## config.mk

```make
export PLATFORM = sky130hd
export DESIGN_NAME = bcd_serial_adder_ctrl_flat
export DESIGN_NICKNAME = d
export VERILOG_FILES = /design/src/rtl/bcd_serial_adder_ctrl_if.sv /design/src/rtl/bcd_serial_adder_ctrl.sv /design/src/flat_wrapper.sv
export SDC_FILE = /design/constraint.sdc
export NUM_CORES = 1
export LEC_CHECK = 0
export ABC_CLOCK_PERIOD_IN_PS = 4100
export CAP_MARGIN = 20
export CORE_MARGIN = 3
export CORE_UTILIZATION = 31
export DETAILED_ROUTE_END_ITERATION = 7
export MAX_ROUTING_LAYER = met4
export SLEW_MARGIN = 5
export SYNTH_ARGS = -nofsm -noshare
export SYNTH_HDL_FRONTEND = slang
export SYNTH_SLANG_ARGS = --single-unit
export TNS_END_PERCENT = 50
```

## constraint.sdc

```tcl
create_clock -name Clock -period 4.1 [get_ports Clock]
set_clock_uncertainty 0.1 [all_clocks]
set_input_delay 0.41 -clock Clock [delete_from_list [all_inputs] [get_ports Clock]]
set_output_delay 0.41 -clock Clock [all_outputs]
set_load 0.01 [all_outputs]
```

## src/rtl/bcd_serial_adder_ctrl_if.sv

```systemverilog
// Start/Busy/Done handshake and operand/result bus of the sequenced BCD adder.
// The master drives the request and operands; the slave (the adder) returns
// the result, carry-out and status flags.
interface bcd_serial_adder_ctrl_if #(
  parameter int unsigned NDIGITS = 4
);
  localparam int unsigned W = 4 * NDIGITS;

  logic         Start;
  logic [W-1:0] A;
  logic [W-1:0] B;
  logic         Cin;
  logic [W-1:0] Sum;
  logic         Cout;
  logic         Busy;
  logic         Done;
  logic         Err;

  modport master (
    output Start, A, B, Cin,
    input  Sum, Cout, Busy, Done, Err
  );

  modport slave (
    input  Start, A, B, Cin,
    output Sum, Cout, Busy, Done, Err
  );
endinterface

```

## src/rtl/bcd_serial_adder_ctrl.sv

```systemverilog
// Sequenced multi-digit BCD adder: one shared single-digit add/correct stage
// is stepped across NDIGITS positions, LSD first, with the carry held in a
// register between digits.  IDLE -> LOAD -> ADD (NDIGITS cycles) -> DONE.
// Optional macro BCD_DIGIT_CHECK_EN: flags operand digits above 9 on Err.
module bcd_serial_adder_ctrl #(
  parameter int unsigned NDIGITS = 4,
  parameter int unsigned CW      = 3
) (
  input  logic                    Clock,
  input  logic                    Resetn,
  bcd_serial_adder_ctrl_if.slave  bus
);

  localparam int unsigned    W        = 4 * NDIGITS;
  localparam logic [CW-1:0]  LAST_IDX = CW'(NDIGITS - 1);

  typedef enum logic [1:0] {
    IDLE = 2'd0,
    LOAD = 2'd1,
    ADD  = 2'd2,
    DONE = 2'd3
  } state_e;

  state_e        state_q, state_d;
  logic [CW-1:0] idx_q, idx_d;
  logic          carry_q, carry_d;
  logic [W-1:0]  a_q, a_d;
  logic [W-1:0]  b_q, b_d;
  logic [W-1:0]  sum_q, sum_d;
  logic          cout_q, cout_d;
  logic          busy_q, busy_d;
  logic          done_q, done_d;

  logic [3:0]    a_dig_c;
  logic [3:0]    b_dig_c;
  logic [4:0]    s_c;
  logic [3:0]    dig_c;
  logic          dig_carry_c;

  // Pick the operand digits addressed by the digit index
  always_comb begin
    a_dig_c = '0;
    b_dig_c = '0;
    for (int unsigned k = 0; k < NDIGITS; k++) begin
      if (idx_q == CW'(k)) begin
        a_dig_c = a_q[4*k +: 4];
        b_dig_c = b_q[4*k +: 4];
      end
    end
  end

  // Shared single-digit BCD add with +6 decimal correction (max s is 31)
  always_comb begin
    s_c = 5'(a_dig_c) + 5'(b_dig_c) + 5'(carry_q);
    if (s_c > 5'd9) begin
      dig_c       = 4'(s_c + 5'd6);
      dig_carry_c = 1'b1;
    end else begin
      dig_c       = s_c[3:0];
      dig_carry_c = 1'b0;
    end
  end

  // Next-state, datapath and registered-output decode
  always_comb begin
    state_d = state_q;
    idx_d   = idx_q;
    carry_d = carry_q;
    a_d     = a_q;
    b_d     = b_q;
    sum_d   = sum_q;
    cout_d  = cout_q;

    unique case (state_q)
      IDLE: begin
        if (bus.Start) begin
          state_d = LOAD;
        end
      end
      LOAD: begin
        a_d     = bus.A;
        b_d     = bus.B;
        carry_d = bus.Cin;
        sum_d   = '0;
        cout_d  = 1'b0;
        idx_d   = '0;
        state_d = ADD;
      end
      ADD: begin
        for (int unsigned k = 0; k < NDIGITS; k++) begin
          if (idx_q == CW'(k)) begin
            sum_d[4*k +: 4] = dig_c;
          end
        end
        carry_d = dig_carry_c;
        idx_d   = idx_q + CW'(1);
        if (idx_q == LAST_IDX) begin
          cout_d  = dig_carry_c;
          state_d = DONE;
        end
      end
      DONE: begin
        state_d = IDLE;
      end
      default: begin
        state_d = IDLE;
      end
    endcase

    // Status flags are registered, so decode them from the upcoming state
    busy_d = (state_d == LOAD) || (state_d == ADD);
    done_d = (state_d == DONE);
  end

  // State, datapath and output registers
  always_ff @(posedge Clock or negedge Resetn) begin
    if (!Resetn) begin
      state_q <= IDLE;
      idx_q   <= '0;
      carry_q <= 1'b0;
      a_q     <= '0;
      b_q     <= '0;
      sum_q   <= '0;
      cout_q  <= 1'b0;
      busy_q  <= 1'b0;
      done_q  <= 1'b0;
    end else begin
      state_q <= state_d;
      idx_q   <= idx_d;
      carry_q <= carry_d;
      a_q     <= a_d;
      b_q     <= b_d;
      sum_q   <= sum_d;
      cout_q  <= cout_d;
      busy_q  <= busy_d;
      done_q  <= done_d;
    end
  end

  assign bus.Sum  = sum_q;
  assign bus.Cout = cout_q;
  assign bus.Busy = busy_q;
  assign bus.Done = done_q;

`ifdef BCD_DIGIT_CHECK_EN
  logic err_q, err_d;
  logic bad_digit_c;

  // Detect any non-BCD digit on the operands being captured
  always_comb begin
    bad_digit_c = 1'b0;
    for (int unsigned k = 0; k < NDIGITS; k++) begin
      if ((bus.A[4*k +: 4] > 4'd9) || (bus.B[4*k +: 4] > 4'd9)) begin
        bad_digit_c = 1'b1;
      end
    end
  end

  // Err is re-evaluated at LOAD and otherwise held
  always_comb begin
    err_d = err_q;
    if (state_q == LOAD) begin
      err_d = bad_digit_c;
    end
  end

  // Error flag register
  always_ff @(posedge Clock or negedge Resetn) begin
    if (!Resetn) begin
      err_q <= 1'b0;
    end else begin
      err_q <= err_d;
    end
  end

  assign bus.Err = err_q;
`else
  assign bus.Err = 1'b0;
`endif

endmodule

```

## src/flat_wrapper.sv

```systemverilog
// flat-port wrapper written by rule: the top's interface ports become plain ports
module bcd_serial_adder_ctrl_flat 
#(
  parameter int unsigned NDIGITS = 4,
  parameter int unsigned CW      = 3
)
  (Clock, Resetn, bus_Start, bus_A, bus_B, bus_Cin, bus_Sum, bus_Cout, bus_Busy, bus_Done, bus_Err);
  bcd_serial_adder_ctrl_if #(.NDIGITS(NDIGITS)) bus_i ();
  input  logic Clock;
  input  logic Resetn;
  input wire logic [$bits(bus_i.Start)-1:0] bus_Start;
  input wire logic [$bits(bus_i.A)-1:0] bus_A;
  input wire logic [$bits(bus_i.B)-1:0] bus_B;
  input wire logic [$bits(bus_i.Cin)-1:0] bus_Cin;
  output wire logic [$bits(bus_i.Sum)-1:0] bus_Sum;
  output wire logic [$bits(bus_i.Cout)-1:0] bus_Cout;
  output wire logic [$bits(bus_i.Busy)-1:0] bus_Busy;
  output wire logic [$bits(bus_i.Done)-1:0] bus_Done;
  output wire logic [$bits(bus_i.Err)-1:0] bus_Err;
  assign bus_i.Start = bus_Start;
  assign bus_i.A = bus_A;
  assign bus_i.B = bus_B;
  assign bus_i.Cin = bus_Cin;
  assign bus_Sum = bus_i.Sum;
  assign bus_Cout = bus_i.Cout;
  assign bus_Busy = bus_i.Busy;
  assign bus_Done = bus_i.Done;
  assign bus_Err = bus_i.Err;
  bcd_serial_adder_ctrl #(.NDIGITS(NDIGITS), .CW(CW)) u_core (.Clock(Clock), .Resetn(Resetn), .bus(bus_i));
endmodule
```

== Yosys cells after proc, flatten, opt, wreduce, memory -nomap -nowiden ==
Index checks and enable logic that the tools add are counted.
Cells by class
  equal/unequal tests: 13
  reductions and logical operators: 8
  $lt $le $gt $ge: 1
  add/subtract/negate cells: 4
  muxes and demuxes: 22
Operator list (number)
  4-bit 2-to-1 mux: 13
  16-bit case mux with 2 select lines: 1
  2-bit == test (second input constant): 4
  2-bit by 1-bit inequality test with 1-bit output (second input constant): 4
  2-bit case mux with 4 select lines: 1
  2-bit AND reduction: 4
  3-bit by 2-bit == test with 1-bit output (second input constant): 2
  3-bit case mux with 2 select lines: 1
  4-bit by 4-bit adder with 5-bit output: 1
  5-bit by 1-bit adder with 5-bit output: 1
  5-bit by 4-bit > comparator with 1-bit output (second input constant): 1
  4-bit by 3-bit adder with 4-bit output (second input constant): 1
  2-bit by 1-bit == test with 1-bit output (second input constant): 2
  2-bit 2-to-1 mux: 2
  1-bit case mux with 2 select lines: 2
  3-bit by 1-bit adder with 3-bit output (second input constant): 1
  3-bit by 1-bit == test with 1-bit output (second input constant): 1
  3-bit zero test: 1
  2-bit zero test: 1
  1-bit 2-to-1 mux: 2
  2-bit nonzero test: 1
  1-bit logical OR: 1
Word-level totals
  logic and storage cells: 60
  output and inout bits: 20
  input port bits: 36
  bits in registers: 57

== Depth between registers and ports, before layout ==
Gate-level depths: netlist of the first run.
  depth in word-level cells: 11
  gate-level depth with buffers: 17
  mapped depth without buffers: 15

== Least setup slack after synthesis of the first run ==
Ideal clock, no wire load.
  kind: reg2reg
  start point: reg u_core.idx_q[1]
  end point: reg u_core.carry_q
  path slack: 0.226 ns
  buffers on the path: 3
  period minus slack after synthesis: 3.874 ns
  setup time: 0.125 ns
  stages on the path, launching flop included: 17
  data arrival time: 3.649 ns
  cell sequence: dfrtp_1 inv_1 ha_1 clkbuf_1 clkbuf_1 a21oi_1 o21ai_0 a22oi_1 fa_1 fa_1 xor2_1 ha_1 a22oi_1 a311oi_2 buf_4 a21oi_2 mux2_4
Between the ends
  longest elaborated chain between the ends: 10
  elaborated cells on any way between the ends: 17
RTL lines
  from (decl): RTL line bcd_serial_adder_ctrl.sv:25  | logic [CW-1:0] idx_q, idx_d;
  from (signal assigned): RTL line bcd_serial_adder_ctrl.sv:129  | idx_q <= idx_d;
  3-bit zero test: RTL line bcd_serial_adder_ctrl.sv:45  | if (idx_q == CW'(k)) begin
  4-bit 2-to-1 mux (4 in series): RTL line bcd_serial_adder_ctrl.sv:45
  4-bit by 4-bit adder with 5-bit output *: RTL line bcd_serial_adder_ctrl.sv:54  | s_c = 5'(a_dig_c) + 5'(b_dig_c) + 5'(carry_q);
  5-bit by 1-bit adder with 5-bit output *: RTL line bcd_serial_adder_ctrl.sv:54
  5-bit by 4-bit > comparator with 1-bit output *: RTL line bcd_serial_adder_ctrl.sv:55  | if (s_c > 5'd9) begin
  1-bit 2-to-1 mux *: RTL line bcd_serial_adder_ctrl.sv:55
  1-bit case mux with 2 select lines *: RTL line bcd_serial_adder_ctrl.sv:74  | unique case (state_q)
  to (signal assigned): RTL line bcd_serial_adder_ctrl.sv:130  | carry_q <= carry_d;
  to (decl): RTL line bcd_serial_adder_ctrl.sv:26  | logic carry_q, carry_d;
Every way passes the cells marked *; elsewhere a longest branch is shown, timed or not.
A chain may end at the register's enable or synchronous reset.

== Final worst setup path of the first run ==
  start point: reg u_core.idx_q[0]
  end point: reg u_core.carry_q
Same word-level chain as after synthesis.

==> summary.txt, run 1 <==
final number of setup-violating endpoints: 0
Fmax: 263 MHz
Die ar.: 10,600 sq um
pin count of the biggest net entering global routing: 58
routed wire length: 6520 um
share of cells above drive strength 1: 21.0%
Cells after Synth: 271
clock transition at the registers of the reported paths: 0.06 ns
clk root buf: clkbuf_8
Post-synth EDFFs: 0
clock sinks: 57
fin nets: 380
total gr overflow: 0
Die Y: 103 um
Maximum Capacitance Violations: 0
remaining antenna violation count: 0
sequential share of the synthesized area: 49.2%
part of the cycle the worst path needs: 92.7%
final number of hold-violating endpoints: 0
Setup crit start kind: flop
Slew Viols, Final: 0
CP arrival: 3.91 ns
critical path endpoint category: flop
DR iter-0 viols: 61
HPWL after detailed placement: 4840 um
Final Wtd Congestion: 0.787
Synth Net Count: 322
area grow syn2layout: 30.0%
Max Fanout on Critical Path: 10
Mapped Area: 2900 sq um
pwr dens: 1030 nW/um^2
Max Root-Sink Buffers: 2
TritonCTS clock tree: yes
htree depth: 3
top cells by count, synth: 57 x dfrtp_1, 38 x nand2_1, 32 x mux2_2
synth unique cells: 35
vias in the first global route: 2,216
Tightest Hold Check Type: in2async
pre-CTS WS: 0.158 ns
syn avg cell area: 10.7 sq um
Rel. slew slack: 29.4%
Adder-Cell Fraction of Synth Area: 6.99%
Initial Util: 32.6%
FF/Latch Area: 1430 sq um
total I/O pin count: 56
multi-input gate area in the final layout: 1390 sq um
Die Wd: 103 um
post-synthesis mux area share: 14.0%
Setup TNS Final: 0 ns
Synth Area in Compound Gates: 14.1%
total power: 3.88 mW
Row Count: 34
Synth Register Bits: 57
Leak: 1.64 nW
hold slack final: 0.109 ns
worst-skew pair later-pin latency: 0.33 ns
number of port buffers: 54
CTS Buf Count: 9
# fillers: 876
post-synthesis simple-gate area fraction: 11.7%
largest area contributor in the netlist: dfrtp_1
final worst slack: 0.300 ns
DR WL/cell: 14.8 um
status: complete, no violations
Crit Path Class: reg2reg
Post-Synth XOR/XNOR Area: 0.302%
RSZ-0062 raised after global routing: no
# DRC: 0
Ant. Diodes: 0
Final Critical Period: 3.80 ns
share of the synthesized area in the top cell type: 49.2%
Least-Margin Pin Slew: 1.06 ns
initial antenna violation count: 0
most frequent cell after synthesis: dfrtp_1
first-pass GRT wire length: 10,700 um
total track usage: 13.9%
largest cells by area after synthesis: dfrtp_1 49%, mux2_2 12%, ha_1 5.6%
Synth async-reset ratio: 100%
DR vias: 2,160
Most used DFF post-synth: dfrtp_1
Worst VDD drop: 0.472 mV
1st-pass router iterations: 4
core area: 8890 sq um
main combinational cell family by area after synthesis: compound AO/OA/AOI/OAI gates
synthesis warning total: 0
Req. time, crit path: 4.21 ns
post-DR vias/cell: 4.90
[critical path, stage by stage, from the launching register on]
cell,delay [ns]
dfrtp_1,0.40
inv_1,0.12
ha_2,0.25
nand2_1,0.07
nor2_1,0.08
a21oi_1,0.04
o21ai_0,0.17
a22oi_1,0.11
fa_1,0.45
fa_1,0.61
ha_1,0.25
a22oi_2,0.11
a311oi_2,0.34
buf_4,0.23
a21oi_2,0.06
mux2_4,0.29
[through the flow]
step / instances / instance area, sq um / utilization (%)
after floorplan: 271 / 2900 / -
after global placement: 425 / 3560 / 40.1
after detailed placement: 425 / 3560 / 40.1
after CTS: 440 / 3740 / 42.1
after global routing: 441 / 3770 / 42.4
final: 441 / 3770 / 42.4
[routing by layer]
| layer | up-vias | GRT usage, % | part of all wire [%] |
|---|---|---|---|
| li1 | 1074 | - | - |
| met1 | 1012 | 18.2 | 49 |
| met2 | 61 | 20.4 | 44 |
| met3 | 13 | 3.11 | 4.6 |
| met4 | 0 | 6.97 | 2.1 |
| met5 | - | - | 0 |
[logic make-up after synthesis]
kind of cell    after synthesis
compound gates               61
mux                          36
simple gates                 75
buf+inv                      25
xor+xnor                      1
fa+ha+maj                    15
other cells                   1
flops                        57
[path summary, 6_finish.rpt]
kind,start,end,slack (ns),depth (start not counted)
min in group Clock,u_core.bus.Sum[3],u_core.bus.Sum[3],0.38,2
max in group asynchronous,Resetn,u_core.a_q[14],3.29,2
min,Resetn,u_core.b_q[6],0.11,2
max,u_core.idx_q[0],u_core.carry_q,0.30,15
min reg2reg,u_core.bus.Sum[3],u_core.bus.Sum[3],0.38,2
max reg2reg,u_core.idx_q[0],u_core.carry_q,0.30,15
[state kept, by name (all words and copies together), names as in the netlist]
register and flops:
u_core.a_q 16, u_core.b_q 16, u_core.bus.Sum 16, u_core.idx_q 3, u_core.state_q 2, u_core.bus.Busy 1
u_core.bus.Cout 1, u_core.bus.Done 1, u_core.carry_q 1
[where the power goes]
group	total (mW)	internal, mW	switching [mW]
logic	2.43	1.18	1.25
clock network	0.471	0.262	0.209
registers	0.979	0.825	0.154
[what timing repair did]
action | in CTS | in global routing
endpoints found under the hold margin | 0 | 0
resized for setup | 0 | 5
buffers inserted | 0 | 1
hold buffers | 0 | 0
setup endpoints to repair | 0 | 12
[layout by cell type, fill, tap and decap left out, drive strengths merged, types with 2 or more instances in the layout]
cell type and instances:
a22oi 5, nand3 6, ha 13, nand2 38, inv 9, a22o 11, mux2i 3, nor2b 6
clkdlybuf4s50 53, dfrtp 57, o21ai 20, clkbuf 12, mux2 33, clkinv 3, a21oi 15, a32o 4
nor2 16, fa 2, nand4b 2, buf 10, or3 4
[area by class of cell]
type | instances | share of cell area [%]
timing repair buffer | 63 | 16.0
clock inverter | 3 | 0.398
inverter | 9 | 0.896
multi-input combinational | 189 | 36.9
clock buffer | 12 | 4.38
tap | 108 | 3.58
sequential | 57 | 37.8
(Power assumes the default switching activity.)
==> run 2, diff against run 1 <==
--- a/config.mk
+++ b/config.mk
@@ -7,10 +7,12 @@
 export LEC_CHECK = 0
 export ABC_CLOCK_PERIOD_IN_PS = 4100
 export CAP_MARGIN = 20
+export CORE_ASPECT_RATIO = 0.6
 export CORE_MARGIN = 3
 export CORE_UTILIZATION = 31
 export DETAILED_ROUTE_END_ITERATION = 7
 export MAX_ROUTING_LAYER = met4
+export PLACE_DENSITY = 0.63
 export SLEW_MARGIN = 5
 export SYNTH_ARGS = -nofsm -noshare
 export SYNTH_HDL_FRONTEND = slang
==> run 2 against run 1 <==
Effect of this change:
- maximum frequency decreased by 1.5%
- design area increased by 4.5%
- die area increased by 0.36%
- clock power increased by 56%
- largest cell class unchanged
- highest routed layer unchanged
==> summary.txt, run 2 (synthesis gave the netlist of run 1 again) <==
first-pass GRT wire length: 11,300 um (+5.9%)
total placed cells including tap cells: 444 (+4.5%)
Crit Path Class: reg2reg
crit path cell chain: inv_1, ha_2, nand2_1, nor2_1, a21oi_1, o21ai_0, a22oi_1, fa_1, fa_1, xor2_2, ha_1, a22oi_2, a311oi_4, clkdlybuf4s15_2, or3_1, nand3_1
DR iter-0 viols: 162 (+170%)
Reg2Reg Launch Point: u_core.idx_q[0]
FF/Latch Area: 1430 sq um (unchanged)
CP startpoint: u_core.idx_q[0]
final number of hold-violating endpoints: 0 (unchanged)
post-DR vias/cell: 4.70 (-4.0%)
hold buffers post-CTS: 0 (unchanged)
critical path endpoint category: flop
HPWL after detailed placement: 5410 um (+12%)
leading cell type in the layout, fill and taps excluded: dfrtp_1
Ant. Diodes: 0 (unchanged)
Tightest Hold Check Type: in2async
final number of setup-violating endpoints: 0 (unchanged)
Max Fanout on Critical Path: 6 (-4)
area grow syn2layout: 35.8%
remaining antenna violation count: 0 (unchanged)
delay-heaviest family, CP: adder cells
# fillers: 870 (-0.68%)
Die ar.: 10,600 sq um (+0.36%)
clock sinks: 57 (unchanged)
Rel. slew slack: 34.1% (+4.7 points)
WP depth: 16 (+1)
total power: 4.34 mW (+12%)
1st-pass router iterations: 4 (unchanged)
htree depth: 3 (unchanged)
DR WL/cell: 15.2 um (+2.8%)
Fmax: 259 MHz (-1.5%)
Die Wd: 131 um (+27%)
TritonCTS clock tree: yes
share of cells above drive strength 1: 21.7% (+0.71 points)
initial antenna violation count: 0 (unchanged)
flop-to-flop setup slack: 0.24 ns (-0.06 ns)
slowest stage delay, CP: 0.45 ns (-0.16 ns)
RSZ-0062 raised after global routing: yes
multi-input gate area in the final layout: 1400 sq um (+0.81%)
Setup TNS Final: 0 ns (unchanged)
# DRC: 0 (unchanged)
CP max stage cell: fa_1
Die Y: 80.9 um (-21%)
total gr overflow: 0 (unchanged)
Maximum Capacitance Violations: 0 (unchanged)
Most common cell on crit path: fa_1
clock transition at the registers of the reported paths: 0.05 ns (about the same)
part of the cycle the worst path needs: 94.1% (+1.4 points)
DR vias: 2,172 (+0.56%)
CP arrival: 4.02 ns (+0.11 ns)
Slew Viols, Final: 0 (unchanged)
clk root buf: clkbuf_16
number of port buffers: 54 (unchanged)
Worst VDD drop: 0.630 mV (+33%)
total I/O pin count: 56 (unchanged)
post-route insts no fill: 462 (+4.8%)
most frequent cells in the layout: 57 x dfrtp_1, 53 x clkdlybuf4s50_1, 38 x nand2_1
critical path endpoint: u_core.bus.Sum[1]
Final Critical Period: 3.86 ns (+0.0594 ns)
Initial Util: 32.9% (+0.28 points)
Max Root-Sink Buffers: 2 (unchanged)
Req. time, crit path: 4.26 ns (+0.05 ns)
Setup crit start kind: flop
Final Wtd Congestion: 0.834 (+5.9%)
worst reg2reg path depth: 16 (+1)
worst-skew pair later-pin latency: 0.33 ns (about the same)
CTS Buf Count: 9 (unchanged)
fin nets: 382 (+0.53%)
status: complete, no violations
Least-Margin Pin Slew: 0.988 ns (-0.0709 ns)
core area: 8820 sq um (-0.84%)
Row Count: 26 (-24%)
Leak: 1.69 nW (+3.1%)
pin count of the biggest net entering global routing: 30 (-48%)
final core utilization: 44.7% (+2.3 points)
total track usage: 14.8% (+0.92 points)
routed wire length: 7030 um (+7.7%)
vias in the first global route: 2,176 (-1.8%)
reg2reg end: u_core.bus.Sum[1]
pwr dens: 1100 nW/um^2 (+6.8%)
worst path buffer plus inverter count: 2 (unchanged)
==> run 2: cell types whose count changed in the layout (fill, tap and decap cells not counted), sizes merged <==
cell           change
buf                +1
bufinv             +1
clkbuf             -3
clkdlybuf4s15      +1
clkinvlp           +3
==> run 2: through the flow <==
| step | setup slack [ns] | instance area (sq um) | hold slack (ns) |
|---|---|---|---|
| after detailed placement | 0.153 | 3590 | 0.372 |
| after global routing | -0.00767 | 3940 | 0.0672 |
| after floorplan | 0.226 | 2900 | 0.0144 |
| final | 0.240 | 3940 | 0.00991 |
| after CTS | 0.122 | 3890 | 0.0226 |
| after global placement | 0.331 | 3590 | 0.365 |
==> run 2: final cells by class <==
| type | instances | share of cell area [%] |
|---|---|---|
| Tap cell | 126 | 4.00 |
| Sequential cell | 57 | 36.2 |
| Timing Repair Buffer | 65 | 15.8 |
| Multi-Input combinational cell | 189 | 35.6 |
| Inverter | 9 | 0.857 |
| Clock buffer | 9 | 5.72 |
| Clock inverter | 7 | 1.81 |
==> run 2: what timing repair did <==
item                                    in CTS  in global routing
resized for setup                            0                  6
endpoints found under the setup margin       0                 10
buffers inserted                             0                  1
==> run 2: power breakdown <==
group,switching [mW],internal [mW],leakage [nW]
combinational,1.33,1.28,0.848
sequential,0.164,0.826,0.701
clock,0.265,0.468,0.137
==> run 2: how the worst min path moves through the flow <==
stage,startpoint,to,cells after the start,slack (ns)
4_1_cts,Resetn,u_core.bus.Cout,1,0.02
6_report,Resetn,u_core.bus.Cout,1,0.01
5_1_grt,Resetn,u_core.bus.Sum[0],1,0.07
3_5_place_dp,u_core.bus.Sum[9],u_core.bus.Sum[9],2,0.37
3_3_place_gp,u_core.bus.Sum[3],u_core.bus.Sum[3],2,0.37
2_1_floorplan,Resetn,u_core.a_q[0],0,0.01
==> run 2: metal layers <==
metal,GRT usage (%),up-vias,routed length [um]
li1,-,1081,-
met4,4.62,0,82
met1,21.9,1023,3860
met2,18.8,61,2710
met3,4.99,7,370
met5,-,-,0
==> run 3, diff against run 2 <==
--- a/config.mk
+++ b/config.mk
@@ -13,7 +13,7 @@
 export DETAILED_ROUTE_END_ITERATION = 7
 export MAX_ROUTING_LAYER = met4
 export PLACE_DENSITY = 0.63
-export SLEW_MARGIN = 5
+export SLEW_MARGIN = 0
 export SYNTH_ARGS = -nofsm -noshare
 export SYNTH_HDL_FRONTEND = slang
 export SYNTH_SLANG_ARGS = --single-unit
==> results of run 3 <==
No change in the layout: final DEF, timing and power equal those of run 2.
